### src/rtl/seg7_display_mux.sv
// seg7_display_mux: latches a 3-digit BCD BPM value on an update strobe and
// time-multiplexes it onto a 4-digit common-anode seven-segment display.
// Features: leading-zero suppression, per-slot ghost blanking window, dash for
// non-BCD codes, registered active-low outputs with one cycle of latency.
// Optional macro HEARTBEAT_DP_EN: a heartbeat pulse lights the spare digit's
// decimal point for DP_HOLD cycles (stretched, re-triggerable).
module seg7_display_mux #(
  parameter int REFRESH_DIV = 100000,
  parameter int BLANK_CYC   = 1000,
  parameter int DP_HOLD     = 5000000
) (
  input  logic       clk,
  input  logic       rst,
  input  logic       upd,
  input  logic [3:0] d2,
  input  logic [3:0] d1,
  input  logic [3:0] d0,
  input  logic       beat,
  output logic [3:0] an,
  output logic [6:0] seg,
  output logic       dp
);

  localparam int CNT_W = (REFRESH_DIV > 1) ? $clog2(REFRESH_DIV) : 1;
  localparam logic [CNT_W-1:0] CNT_MAX   = CNT_W'(REFRESH_DIV - 1);
  localparam logic [CNT_W-1:0] CNT_BLANK = CNT_W'(BLANK_CYC);

  typedef enum logic [1:0] {
    DIG0 = 2'd0,
    DIG1 = 2'd1,
    DIG2 = 2'd2,
    DIG3 = 2'd3
  } slot_t;

  // Hex code to active-low {g,f,e,d,c,b,a}; anything outside 0-9 shows a dash.
  function automatic logic [6:0] seg_decode(input logic [3:0] code);
    logic [6:0] pat;
    case (code)
      4'd0:    pat = 7'b1000000;
      4'd1:    pat = 7'b1111001;
      4'd2:    pat = 7'b0100100;
      4'd3:    pat = 7'b0110000;
      4'd4:    pat = 7'b0011001;
      4'd5:    pat = 7'b0010010;
      4'd6:    pat = 7'b0000010;
      4'd7:    pat = 7'b1111000;
      4'd8:    pat = 7'b0000000;
      4'd9:    pat = 7'b0010000;
      default: pat = 7'b0111111;
    endcase
    return pat;
  endfunction

  logic [3:0]       h_r, t_r, o_r;
  logic [CNT_W-1:0] cnt_r;
  slot_t            sel_r, sel_nxt_s;
  logic             wrap_s;
  logic             stretch_on_s;
  logic [3:0]       an_s, an_r;
  logic [6:0]       seg_s, seg_r;
  logic             dp_s, dp_r;

  assign wrap_s = (cnt_r == CNT_MAX);

  // Shadow registers: capture the BCD digits only on the update strobe.
  always_ff @(posedge clk or negedge rst) begin
    if (!rst) begin
      h_r <= 4'd0;
      t_r <= 4'd0;
      o_r <= 4'd0;
    end else if (upd) begin
      h_r <= d2;
      t_r <= d1;
      o_r <= d0;
    end else begin
      h_r <= h_r;
      t_r <= t_r;
      o_r <= o_r;
    end
  end

  // Slot timer: counts cycles within a digit slot and wraps at the slot length.
  always_ff @(posedge clk or negedge rst) begin
    if (!rst) begin
      cnt_r <= '0;
    end else if (wrap_s) begin
      cnt_r <= '0;
    end else begin
      cnt_r <= cnt_r + CNT_W'(1);
    end
  end

  // Slot FSM state register.
  always_ff @(posedge clk or negedge rst) begin
    if (!rst) begin
      sel_r <= DIG0;
    end else begin
      sel_r <= sel_nxt_s;
    end
  end

  // Slot FSM next state: rotate ones -> tens -> hundreds -> spare on each wrap.
  always_comb begin
    sel_nxt_s = sel_r;
    if (wrap_s) begin
      case (sel_r)
        DIG0:    sel_nxt_s = DIG1;
        DIG1:    sel_nxt_s = DIG2;
        DIG2:    sel_nxt_s = DIG3;
        DIG3:    sel_nxt_s = DIG0;
        default: sel_nxt_s = DIG0;
      endcase
    end else begin
      sel_nxt_s = sel_r;
    end
  end

`ifdef HEARTBEAT_DP_EN
  localparam int STR_W = $clog2(DP_HOLD + 1);
  logic [STR_W-1:0] stretch_r;

  // Heartbeat stretch: reload on every beat, otherwise count down to zero and hold.
  always_ff @(posedge clk or negedge rst) begin
    if (!rst) begin
      stretch_r <= '0;
    end else if (beat) begin
      stretch_r <= STR_W'(DP_HOLD);
    end else if (stretch_r != '0) begin
      stretch_r <= stretch_r - STR_W'(1);
    end else begin
      stretch_r <= stretch_r;
    end
  end

  assign stretch_on_s = (stretch_r != '0);
`else
  logic unused_beat_s;
  assign unused_beat_s = beat;
  assign stretch_on_s  = 1'b0;
`endif

  // Next output pattern: blank window first, then the slot's digit unless suppressed.
  always_comb begin
    an_s  = 4'b1111;
    seg_s = 7'b1111111;
    dp_s  = 1'b1;
    if (cnt_r >= CNT_BLANK) begin
      case (sel_r)
        DIG0: begin
          an_s  = 4'b1110;
          seg_s = seg_decode(o_r);
        end
        DIG1: begin
          if ((h_r != 4'd0) || (t_r != 4'd0)) begin
            an_s  = 4'b1101;
            seg_s = seg_decode(t_r);
          end else begin
            an_s  = 4'b1111;
            seg_s = 7'b1111111;
          end
        end
        DIG2: begin
          if (h_r != 4'd0) begin
            an_s  = 4'b1011;
            seg_s = seg_decode(h_r);
          end else begin
            an_s  = 4'b1111;
            seg_s = 7'b1111111;
          end
        end
        DIG3: begin
          if (stretch_on_s) begin
            an_s = 4'b0111;
            dp_s = 1'b0;
          end else begin
            an_s = 4'b1111;
            dp_s = 1'b1;
          end
        end
        default: begin
          an_s  = 4'b1111;
          seg_s = 7'b1111111;
          dp_s  = 1'b1;
        end
      endcase
    end else begin
      an_s  = 4'b1111;
      seg_s = 7'b1111111;
      dp_s  = 1'b1;
    end
  end

  // Output registers: glitch-free pin drive, all segments/anodes off in reset.
  always_ff @(posedge clk or negedge rst) begin
    if (!rst) begin
      an_r  <= 4'b1111;
      seg_r <= 7'b1111111;
      dp_r  <= 1'b1;
    end else begin
      an_r  <= an_s;
      seg_r <= seg_s;
      dp_r  <= dp_s;
    end
  end

  assign an  = an_r;
  assign seg = seg_r;
  assign dp  = dp_r;

endmodule

### config.mk
export PLATFORM = sky130hd
export DESIGN_NAME = seg7_display_mux
export DESIGN_NICKNAME = d
export VERILOG_FILES = /design/src/rtl/seg7_display_mux.sv
export SDC_FILE = /design/constraint.sdc
export NUM_CORES = 1
export LEC_CHECK = 0
export CELL_PAD_IN_SITES_DETAIL_PLACEMENT = 0
export CELL_PAD_IN_SITES_GLOBAL_PLACEMENT = 1
export CORE_MARGIN = 5
export CORE_UTILIZATION = 43
export DETAILED_ROUTE_END_ITERATION = 6
export HOLD_SLACK_MARGIN = 0.08
export PLACE_DENSITY_LB_ADDON = 0.1
export SLEW_MARGIN = 20
export SYNTH_ARGS = -nofsm -noshare
export SYNTH_HDL_FRONTEND = slang
export SYNTH_SLANG_ARGS = --single-unit
export TNS_END_PERCENT = 50
### constraint.sdc
create_clock -name clk -period 1.95 [get_ports clk]
set_input_delay 0.39 -clock clk [delete_from_list [all_inputs] [get_ports clk]]
set_output_delay 0.39 -clock clk [all_outputs]
set_load 0.01 [all_outputs]
==> reports/results.tsv <==
stage	metric	value	unit
outcome	status	complete, no violations	
yosys	Seq/Total Area, Yosys	0.4343	
worst_setup_path	r2r setup slk	0.15	ns
yosys	Post-synth EDFFs	0	
run	Max-cap violations	0	
floorplan	num rows	27	
drt	post-DR wirelength/cell	13.65	um
yosys	Gate Count Post-Synth	243	
worst_setup_path	Worst EP required	2.17	ns
placement	GPL Wtd Cong	0.8200	
yosys	count leader, synth	dfrtp_1	
cts	Worst-path clk slew	0.08	ns
global_routing	vias in the first global route	1728	
worst_setup_path	Setup CP Type	flip-flop to flip-flop	
yosys	Mapped Area	0.002391	mm^2
finish	fraction of layout cells with a size suffix above 1	0.1571	
floorplan	io pins	28	
cts	CTS tree	yes	
cts	clk_lat worst skew	0.30	ns
global_routing	largest net degree at the start of global routing	26	
drt	post-route ant nets	0	
yosys	top_reg_cell synth	dfrtp_1	
power	Leak	1.237	nW
global_routing	initial antenna violation count	0	
finish	Fillers	527	
drt	number of remaining DRC errors	0	
placement	placed cells	342	
hold_path	worst hold path type	flip-flop to flip-flop	
worst_setup_path	crit start category	flip-flop	
cts	CTS Buf Count	5	
placement	Port Buffer Count	24	
sta	final period utilization	0.9209	
cts	CTS sink cnt	41	
global_routing	grt total ovfl	0	
yosys	synthesized area per cell	9.840	um^2
sta	Fmax	556.8	MHz
cts	root buf cell	clkbuf_8	
floorplan	area of the die	0.007152	mm^2
yosys	Ys Warns	0	
global_routing	GR Util All Layers	0.1417	
finish	Syn-to-layout area delta	21.66	%
sta	Fin Setup TNS	0	ns
worst_setup_path	CP arrival	2.01	ns
yosys	synth top area cells	dfrtp_1 32%, ha_1 12%, dfstp_2 11%, o21ai_0 3.6%, xnor2_1 3.3%	
yosys	share of synthesized flip-flops with an asynchronous set or reset	1.000	
worst_setup_path	Crit. End Element	flip-flop	
floorplan	Initial Utilization	0.4396	
power	VDD IR-drop max	371.3	uV
yosys	Yosys top cell area share	0.3244	
finish	Antenna Diode Count	0	
yosys	post-synth cell types	45	
sta	clock skew	0.007467	ns
drt	Vias/cell	5.085	
cts	H-tree Lvls	2	
sta	Hold Fails Final Rpt	0	
floorplan	Die Y	84.57	um
sta	Max Slew Vio Count	0	
finish	Layout Cells excl Fill	352	
yosys	Yosys top cell by area	dfrtp_1	
worst_setup_path	Critical Path Fanout Max	5	
floorplan	Core Box Area	0.005439	mm^2
cts	Max Buffers Root-to-Sink	2	
floorplan	Die Width	84.57	um
drt	number of iterations in the first detailed-routing pass	4	
sta	final setup vio count	0	
placement	hpwl dp	3667	um
drt	Starting DRT DRC Count	81	
drt	Vias	1790	
drt	final wirelength	4806	um
yosys	Synth top cells by count	31 x dfrtp_1, 22 x ha_1, 19 x nand2_1, 17 x inv_1, 17 x o21ai_0	
global_routing	first-pass GRT wire length	8197	um
power	Cell Pwr Density	628.5	mW/mm^2
finish	nets	317	
sta	minimum clock period	1.796	ns
sta	unrepaired setup endpoints after global routing	no	
yosys	Synth Register Bits	41	
==> metal layers <==
| layer | global-route usage | vias to the layer above | share of wire |
|---|---|---|---|
| met2 | 0.2093 | 35 | 0.42 |
| met1 | 0.2048 | 840 | 0.51 |
| met3 | 0.03435 | 7 | 0.051 |
| met5 | 0 | - | 0 |
| met4 | 0.04317 | 0 | 0.015 |
| li1 | - | 908 | - |
==> critical path, cell delays in order (launching register included) <==
cell and delay (ns):
dfrtp_1 0.42, inv_1 0.09, ha_1 0.19, nor3b_1 0.16, a41oi_2 0.25, nand2_2 0.09, or4b_1 0.52
==> worst paths after layout <==
kind | cells past startpoint | startpoint | endpoint
hold reg to reg | 1 | cnt_r[0] | cnt_r[0]
max in group asynchronous | 3 | rst | seg[5]
hold / removal | 1 | cnt_r[0] | cnt_r[0]
min in group asynchronous | 2 | rst | h_r[1]
setup / recovery | 6 | sel_r[1] | seg[6]
setup reg to reg | 6 | sel_r[1] | seg[6]
==> placed cells by master, fill, tap and decap left out, types with 2 or more instances in the layout <==
cell type / instances
clkdlybuf4s50_1: 23
nor4_1: 3
nor3b_1: 3
a211o_1: 2
nand3_1: 8
dfrtp_1: 31
xor2_1: 4
nor2_1: 16
buf_4: 12
nand4_1: 4
o221ai_1: 3
or3_2: 2
mux2_2: 6
xnor2_1: 9
o211ai_1: 2
o22ai_1: 2
nand3b_1: 2
or3b_1: 2
clkbuf_8: 5
inv_1: 17
nor2b_1: 4
nand2_1: 19
dfstp_2: 10
mux2i_1: 3
ha_1: 22
conb_1: 2
o21ai_0: 17
nor3_1: 6
a21oi_1: 12
nand2b_1: 6
and4_1: 3
==> cell families (layout without fill, tap and decap cells) <==
family | after synthesis | after routing | synth area share
buffers and inverters | 27 | 63 | 0.04605
DFF | 41 | 41 | 0.4343
xor gates and xnor gates | 13 | 13 | 0.04762
and+or+nand+nor | 85 | 85 | 0.1989
adders and majority gates | 22 | 22 | 0.1151
muxes | 9 | 9 | 0.04081
other | 1 | 2 | 0.001568
AOI/OAI and AO/OA | 45 | 45 | 0.1157
==> what timing repair did <==
item / CTS / global route
hold buffers: 1 / 0
setup buffers: 0 / 1
hold endpoints to repair: 15 / 0
setup endpoints to repair: 0 / 6
resized for setup: 0 / 1
==> layout make-up <==
cell class	count	area, um^2	area share
clock buffer	6	72.57	0.02495
clock inverter	2	35.03	0.01204
inverter	17	63.81	0.02194
multi-input combinational	176	1254	0.4310
sequential	41	1039	0.3570
tap	72	90.09	0.03097
timing repair buffer	38	355.3	0.1222
==> state kept, by name, summed over array words and instances (netlist names) <==
name	count
sel_r	2
t_r	4
an	3
h_r	4
cnt_r	17
o_r	4
seg	7
==> per-stage QoR <==
step	total power [mW]	worst slack (ns)	hold slack (ns)	util	area, um^2
after CTS	1.844	0.08039	0.5084	0.5321	2894
after floorplan	1.060	0.1954	0.09441	-	2395
after detailed placement	1.155	0.1070	0.3507	0.5105	2776
final	1.828	0.1542	0.5001	0.5349	2909
after global placement	1.156	0.1174	0.3484	0.5105	2776
after global routing	1.907	0.01149	0.5265	0.5349	2909
==> power by group <==
group          switching [mW]  total (mW)  leakage, nW  internal (mW)
clock network           0.306       0.686       0.0552          0.380
logic                   0.121       0.233        0.682          0.112
registers              0.0354       0.910        0.499          0.874
total                   0.462        1.83         1.24           1.37
Note: power is estimated with default switching activity, not from simulation.
